File: config.mk
export PLATFORM = sky130hd
export DESIGN_NAME = xor_stream_decrypt_flat
export DESIGN_NICKNAME = d
export VERILOG_FILES = /design/src/rtl/xor_stream_decrypt_if.sv /design/src/rtl/xor_stream_decrypt.sv /design/src/flat_wrapper.sv
export SDC_FILE = /design/constraint.sdc
export NUM_CORES = 1
export LEC_CHECK = 0
export ABC_AREA = 1
export CORE_UTILIZATION = 45
export DETAILED_ROUTE_END_ITERATION = 7
export HOLD_SLACK_MARGIN = 0.1
export PLACE_DENSITY = 0.75
export SLEW_MARGIN = 20
export SYNTH_ARGS = -nofsm -noshare
export SYNTH_HDL_FRONTEND = slang
export SYNTH_SLANG_ARGS = --single-unit
File: constraint.sdc
create_clock -name clk -period 1.8 [get_ports clk]
set_input_delay 0.36 -clock clk [delete_from_list [all_inputs] [get_ports clk]]
set_output_delay 0.36 -clock clk [all_outputs]
set_load 0.005 [all_outputs]
File: src/rtl/xor_stream_decrypt_if.sv
// Stream and key-control bundle between the link receive buffer, the
// decryptor and the plaintext consumer.
interface xor_stream_decrypt_if #(
    parameter int DATA_W = 32
);
    logic              key_load;
    logic [DATA_W-1:0] key_in;
    logic              in_valid;
    logic              in_ready;
    logic [DATA_W-1:0] in_data;
    logic              out_valid;
    logic              out_ready;
    logic [DATA_W-1:0] out_data;
    logic              keyed;
    logic [15:0]       word_cnt;

    modport master (
        output key_load, key_in, in_valid, in_data, out_ready,
        input  in_ready, out_valid, out_data, keyed, word_cnt
    );

    modport slave (
        input  key_load, key_in, in_valid, in_data, out_ready,
        output in_ready, out_valid, out_data, keyed, word_cnt
    );
endinterface

File: src/rtl/xor_stream_decrypt.sv
// Receive-side XOR stream decryptor: ciphertext ^ Galois LFSR keystream,
// one registered output word, LFSR steps once per accepted word.
module xor_stream_decrypt #(
    parameter int          DATA_W       = 32,
    parameter logic [31:0] POLY         = 32'h04C11DB7,
    parameter logic [31:0] SEED_DEFAULT = 32'hACE1ACE1
) (
    input logic                 clk,
    input logic                 rst_n,
    xor_stream_decrypt_if.slave bus
);

    typedef enum logic {
        UNKEYED = 1'b0,
        KEYED   = 1'b1
    } state_t;

    state_t             state_q;
    state_t             state_d;
    logic [DATA_W-1:0]  ks;
    logic [DATA_W-1:0]  out_data_p1;
    logic               vld_p1;
    logic [15:0]        word_cnt;
    logic               keyed;
    logic               in_ready;
    logic               accept;

    // A zero seed would lock the LFSR at zero forever, so it is replaced.
    function automatic logic [DATA_W-1:0] seed_sel(input logic [DATA_W-1:0] key);
        seed_sel = (key == '0) ? SEED_DEFAULT : key;
    endfunction

    function automatic logic [DATA_W-1:0] lfsr_step(input logic [DATA_W-1:0] cur);
        lfsr_step = {cur[DATA_W-2:0], 1'b0} ^ (cur[DATA_W-1] ? POLY : '0);
    endfunction

    always_ff @(posedge clk or negedge rst_n) begin
        if (!rst_n) begin
            state_q <= UNKEYED;
        end else begin
            state_q <= state_d;
        end
    end

    always_comb begin
        state_d = state_q;
        if (bus.key_load) begin
            state_d = KEYED;
        end
    end

    assign keyed    = (state_q == KEYED);
    // key_load blocks acceptance so no word is ever encrypted with a half-switched key.
    assign in_ready = keyed && !bus.key_load && (!vld_p1 || bus.out_ready);
    assign accept   = bus.in_valid && in_ready;

    always_ff @(posedge clk or negedge rst_n) begin
        if (!rst_n) begin
            ks       <= SEED_DEFAULT;
            word_cnt <= '0;
        end else if (bus.key_load) begin
            ks       <= seed_sel(bus.key_in);
            word_cnt <= '0;
        end else if (accept) begin
            ks       <= lfsr_step(ks);
            word_cnt <= word_cnt + 16'd1;
        end
    end

    // Stage p1: registered plaintext word and its valid
    always_ff @(posedge clk or negedge rst_n) begin
        if (!rst_n) begin
            out_data_p1 <= '0;
            vld_p1      <= 1'b0;
        end else if (accept) begin
            out_data_p1 <= bus.in_data ^ ks;
            vld_p1      <= 1'b1;
        end else if (vld_p1 && bus.out_ready) begin
            vld_p1      <= 1'b0;
        end
    end

    assign bus.in_ready  = in_ready;
    assign bus.out_valid = vld_p1;
    assign bus.out_data  = out_data_p1;
    assign bus.keyed     = keyed;
    assign bus.word_cnt  = word_cnt;

endmodule

File: src/flat_wrapper.sv
// flat-port wrapper written by rule: the top's interface ports become plain ports
module xor_stream_decrypt_flat 
#(
    parameter int          DATA_W       = 32,
    parameter logic [31:0] POLY         = 32'h04C11DB7,
    parameter logic [31:0] SEED_DEFAULT = 32'hACE1ACE1
)
  (clk, rst_n, bus_key_load, bus_key_in, bus_in_valid, bus_in_data, bus_out_ready, bus_in_ready, bus_out_valid, bus_out_data, bus_keyed, bus_word_cnt);
  xor_stream_decrypt_if #(.DATA_W(DATA_W)) bus_i ();
  input logic clk;
  input logic rst_n;
  input wire logic [$bits(bus_i.key_load)-1:0] bus_key_load;
  input wire logic [$bits(bus_i.key_in)-1:0] bus_key_in;
  input wire logic [$bits(bus_i.in_valid)-1:0] bus_in_valid;
  input wire logic [$bits(bus_i.in_data)-1:0] bus_in_data;
  input wire logic [$bits(bus_i.out_ready)-1:0] bus_out_ready;
  output wire logic [$bits(bus_i.in_ready)-1:0] bus_in_ready;
  output wire logic [$bits(bus_i.out_valid)-1:0] bus_out_valid;
  output wire logic [$bits(bus_i.out_data)-1:0] bus_out_data;
  output wire logic [$bits(bus_i.keyed)-1:0] bus_keyed;
  output wire logic [$bits(bus_i.word_cnt)-1:0] bus_word_cnt;
  assign bus_i.key_load = bus_key_load;
  assign bus_i.key_in = bus_key_in;
  assign bus_i.in_valid = bus_in_valid;
  assign bus_i.in_data = bus_in_data;
  assign bus_i.out_ready = bus_out_ready;
  assign bus_in_ready = bus_i.in_ready;
  assign bus_out_valid = bus_i.out_valid;
  assign bus_out_data = bus_i.out_data;
  assign bus_keyed = bus_i.keyed;
  assign bus_word_cnt = bus_i.word_cnt;
  xor_stream_decrypt #(.DATA_W(DATA_W), .POLY(POLY), .SEED_DEFAULT(SEED_DEFAULT)) u_core (.clk(clk), .rst_n(rst_n), .bus(bus_i));
endmodule
### Yosys cells after proc, flatten, opt, wreduce, memory -nomap -nowiden

Cells that the tools add are included.

| operators by class | value |
|---|---|
| mux-type cells | 8 |
| add/sub/neg operators | 1 |
| reduce and logical (&&, ||, !) cells | 10 |
| bitwise gates (word level) | 2 |

Operators by type and width:

| cell | count |
|---|---|
| 32-bit 2-to-1 mux | 3 |
| 32-bit bitwise XOR | 2 |
| 32-bit zero test | 1 |
| 16-bit 2-to-1 mux | 2 |
| 27-bit 2-to-1 mux | 1 |
| 16-bit by 1-bit adder with 16-bit output (second input constant) | 1 |
| 1-bit logical AND | 4 |
| 2-bit nonzero test | 2 |
| 1-bit zero test | 2 |
| 1-bit 2-to-1 mux | 2 |
| 1-bit logical OR | 1 |

| storage, ports and cells | value |
|---|---|
| output and inout port bits | 51 |
| input port bits | 69 |
| logic and storage cells | 26 |
| bits in registers | 82 |

### Logic depth before layout (Yosys ltp)

| depth | value |
|---|---|
| word-level depth | 6 |
| gate-level depth with buffers | 10 |
| mapped depth without buffers | 9 |

### Least setup slack after synthesis

Ideal clock, no wire load.

| timing path | value |
|---|---|
| path kind | reg2reg |
| from | reg u_core.word_cnt[1], in the netlist u_core.bus.word_cnt[1] |
| to | reg u_core.word_cnt[8], in the netlist u_core.bus.word_cnt[8] |
| required time | 1683 ps |
| period minus slack after synthesis | 1319 ps |
| stages on the path, launching flop included | 9 |
| library setup time | 117 ps |
| buffers on the path | 0 |
| path slack | 481 ps |
| data arrival time | 1202 ps |
| cell sequence | dfrtp_1 ha_1 inv_1 nor2_2 nand2_1 xor2_1 nor2_1 nand2_1 nand2_1 |

| between the ends | value |
|---|---|
| word-level cells in the longest chain between the ends | 3 |

Ends and longest elaborated chain:

| item | line | RTL |
|---|---|---|
| start: declaration | xor_stream_decrypt.sv:23 | `logic [15:0] word_cnt;` |
| start signal: assignment | xor_stream_decrypt.sv:66 | `word_cnt <= word_cnt + 16'd1;` |
| 16-bit by 1-bit adder with 16-bit output | xor_stream_decrypt.sv:66 |  |
| 16-bit 2-to-1 mux | xor_stream_decrypt.sv:64 | `end else if (accept) begin` |
| 16-bit 2-to-1 mux | xor_stream_decrypt.sv:61 | `end else if (bus.key_load) begin` |

No other way between the ends. The select of a mux whose other input is x is not followed.
A chain may end at the register's enable or synchronous reset.

### Worst setup path in the final report

| timing path | value |
|---|---|
| from | reg u_core.word_cnt[12], in the netlist u_core.bus.word_cnt[12] |
| to | out bus_word_cnt[12] |

RTL lines:

| item | line | RTL |
|---|---|---|
| end: declaration | flat_wrapper.sv:21 | `output wire logic [$bits(bus_i.word_cnt)-1:0] bus_word_cnt;` |

No word-level cell between the ends.

==> results.sh <==
export IMPL_status="finished, final reports clean"
export IMPL_cts_tree="yes"
export IMPL_clk_pin_slew_worst_paths_ns=0.09
export IMPL_slowest_stage="clkdlybuf4s50_1"
export IMPL_cts_setup_buffers=0
export IMPL_initial_core_util_pct=47.0
export IMPL_drt_iter0_markers=176
export IMPL_clockBufferDepth=2
export IMPL_maxSlewHeadroom_pct=74.0
export IMPL_syn_nets=627
export IMPL_synth_area_leader_cell="dfrtp_1"
export IMPL_fillers=834
export IMPL_p_leak_nw=2.66
export IMPL_cts_sinks=82
export IMPL_syn2layout_area_growth_pct=37.5
export IMPL_crit_type="flip-flop to primary output"
export IMPL_drive_gt1_share_pct=9.28
export IMPL_synth_mux_area_share_pct=0
export IMPL_synth_common_cells="148 x nand2_1, 75 x nor2_1, 66 x dfrtp_1, 50 x inv_1, 39 x o21ai_0"
export IMPL_crit_chain="clkdlybuf4s50_1"
export IMPL_path_delay_family="buffers and inverters"
export IMPL_synth_top_family_by_area="simple AND/OR/NAND/NOR gates"
export IMPL_die_w_um=101
export IMPL_power_density_nw_per_um2=831
export IMPL_hp_class="input pin to async pin"
export IMPL_die_h_um=101
export IMPL_io_pins=120
export IMPL_synth_distinct_cells=33
export IMPL_setup_violations=0
export IMPL_ys_ff_latch=82
export IMPL_cp_num_buf_inv=1
export IMPL_die_area_um2=10100
export IMPL_slowest_delay_ns=0.55
export IMPL_synth_area_leaders="dfrtp_1 38%, nand2_1 13%, dfstp_2 9.6%, xnor2_1 6.8%, nor2_1 6.4%"
export IMPL_synth_edff_count=0
export IMPL_end_kind="primary output"
export IMPL_total_power_mw=5.01
export IMPL_drv_slew=0
export IMPL_ant_nets=0
export IMPL_grt_start_max_net_pins=54
export IMPL_grt_pass1_vias=4196
export IMPL_post_place_ws_ns=-0.167
export IMPL_peakVddDrop_mv=0.445
export IMPL_cts_root_buffer="clkbuf_8"
export IMPL_worst_slack_ns=0.0679
export IMPL_layoutNonFillerInstCount=819
export IMPL_vias_per_cell=5.06
export IMPL_clkLatencyLatePin_ns=0.35
export IMPL_drv_cap=0
export IMPL_crit_required_ns=1.44
export IMPL_syn_area_um2=4380
export IMPL_grt_first_pass_wirelength_mm=19.3
export IMPL_ys_async_sr_fraction_pct=100
export IMPL_fmax_mhz=577
export IMPL_dp_hpwl_mm=8.31
export IMPL_place_gp_congestion=0.860
export IMPL_h_tree_depth=3
export IMPL_cts_buffers=9
export IMPL_avgSynthCellArea_um2=7.87
export IMPL_synth_most_common_cell="nand2_1"
export IMPL_worst_pin_slew_ns=0.390
export IMPL_clock_skew_ns=0.00959
export IMPL_cp_arrival_ns=1.37
export IMPL_synth_xor_area_share_pct=7.20
export IMPL_synth_fa_ha_area_share_pct=0.286
export IMPL_vias=4143
export IMPL_synth_compound_area_share_pct=12.9
export IMPL_synth_top_area_share_pct=37.7
export IMPL_min_period_over_period_pct=96.2
export IMPL_drt_total_wl_mm=11.5
export IMPL_antenna_found_initial=0
export IMPL_syn_inst=557
export IMPL_rsz0062_at_grt="false"
export IMPL_numPortBuffers=119
export IMPL_fin_crit_ns=1.73
export IMPL_yosys_area_share_simple_pct=24.2
export IMPL_ys_seq_area_share_pct=47.3
export IMPL_firstDrtPassIters=5
export IMPL_overflow=0
export IMPL_synth_ff_type="dfrtp_1"
export IMPL_drc=0
export IMPL_crit_fanout=6
export IMPL_cp_start_kind="flip-flop"
export IMPL_core_um2=9330
export IMPL_finalNetCount=755
export IMPL_rows=35
export IMPL_post_drt_wl_per_cell_um=14.0
export IMPL_antenna_cells=0
export IMPL_grt_use_total_pct=24.2
export IMPL_hold_viol_final=0
export IMPL_ys_warn_count=0
export IMPL_timing_hold_ws_ns=0.447
export IMPL_place_inst=802
## report_power, final
part | total (mW) | leakage, nW | switching, mW | internal, mW
Clock | 1.37 | 0.0966 | 0.720 | 0.654
Sequential | 2.37 | 0.989 | 0.226 | 2.14
Combinational | 1.26 | 1.58 | 0.514 | 0.747
Total | 5.01 | 2.66 | 1.46 | 3.54
## cells in the final DEF (no fill, tap or decap), drive strengths merged, types with 13 or more instances in the layout
master         netlist  final
o21ai               55     55
dfstp               16     16
nand3               24     24
a21oi               13     13
xnor2               34     34
nand2              149    149
clkdlybuf4s50        0    116
nor2                78     78
buf                 23     23
dfrtp               66     66
inv                 53     56
## routing by layer
layer	wire (um)	GRT usage [%]
met3	796	6.31
met5	0	0
met2	5500	40.6
met1	5030	31.2
met4	171	6.47
## sequential cells by signal (all words and copies together), names as in the netlist
| signal | count |
|---|---|
| u_core.bus.out_data | 32 |
| u_core.ks | 32 |
| u_core.bus.word_cnt | 16 |
| u_core.bus.keyed | 1 |
| u_core.bus.out_valid | 1 |
## cell type report
type | instances | area [um2] | area share (%)
flip-flops and latches | 82 | 2070 | 34.4
multi-input cells | 397 | 1950 | 32.4
repair buffers | 142 | 1440 | 23.8
inverters | 53 | 199 | 3.30
well taps | 129 | 161 | 2.68
clock buffers | 9 | 124 | 2.06
clock inverters | 7 | 76.3 | 1.27
## kinds of logic after synthesis
logic type               Yosys count
AO/OA/AOI/OAI                    100
XOR/XNOR                          36
adder cells (fa/ha/maj)            1
buffers and inverters             78
flip-flops                        82
AND/OR/NAND/NOR                  260
## path summary, 6_finish.rpt
kind,slack (ns),startpoint,depth (start not counted),endpoint
min reg2reg,0.49,u_core.bus.out_data[5]$_DFFE_PN0P_,2,u_core.bus.out_data[5]$_DFFE_PN0P_
min in group clk,0.49,u_core.bus.out_data[5]$_DFFE_PN0P_,2,u_core.bus.out_data[5]$_DFFE_PN0P_
min,0.45,rst_n,2,u_core.bus.out_data[2]$_DFFE_PN0P_
max in group asynchronous,0.73,rst_n,3,u_core.ks[7]$_DFFE_PN1P_
max reg2reg,0.25,u_core.bus.keyed$_DFFE_PN0P_,10,u_core.ks[5]$_DFFE_PN1P_
max,0.07,u_core.bus.word_cnt[12]$_DFFE_PN0P_,1,bus_word_cnt[12]
## what timing repair did
item                                    CTS  global route
hold endpoints to repair                 20             0
endpoints found under the setup margin    1             0
resized for setup                         2             0
hold buffers                              1             0
## through the flow
step | instance area [um2] | setup TNS [ns] | utilization, %
4_1_cts | 6020 | 0 | 64.6
3_5_place_dp | 5820 | -3.10 | 62.3
3_3_place_gp | 5820 | -1.71 | 62.3
5_1_grt | 6020 | 0 | 64.6
6_report | 6020 | 0 | 64.6
2_1_floorplan | 4380 | 0 | -
(Power assumes the default switching activity.)
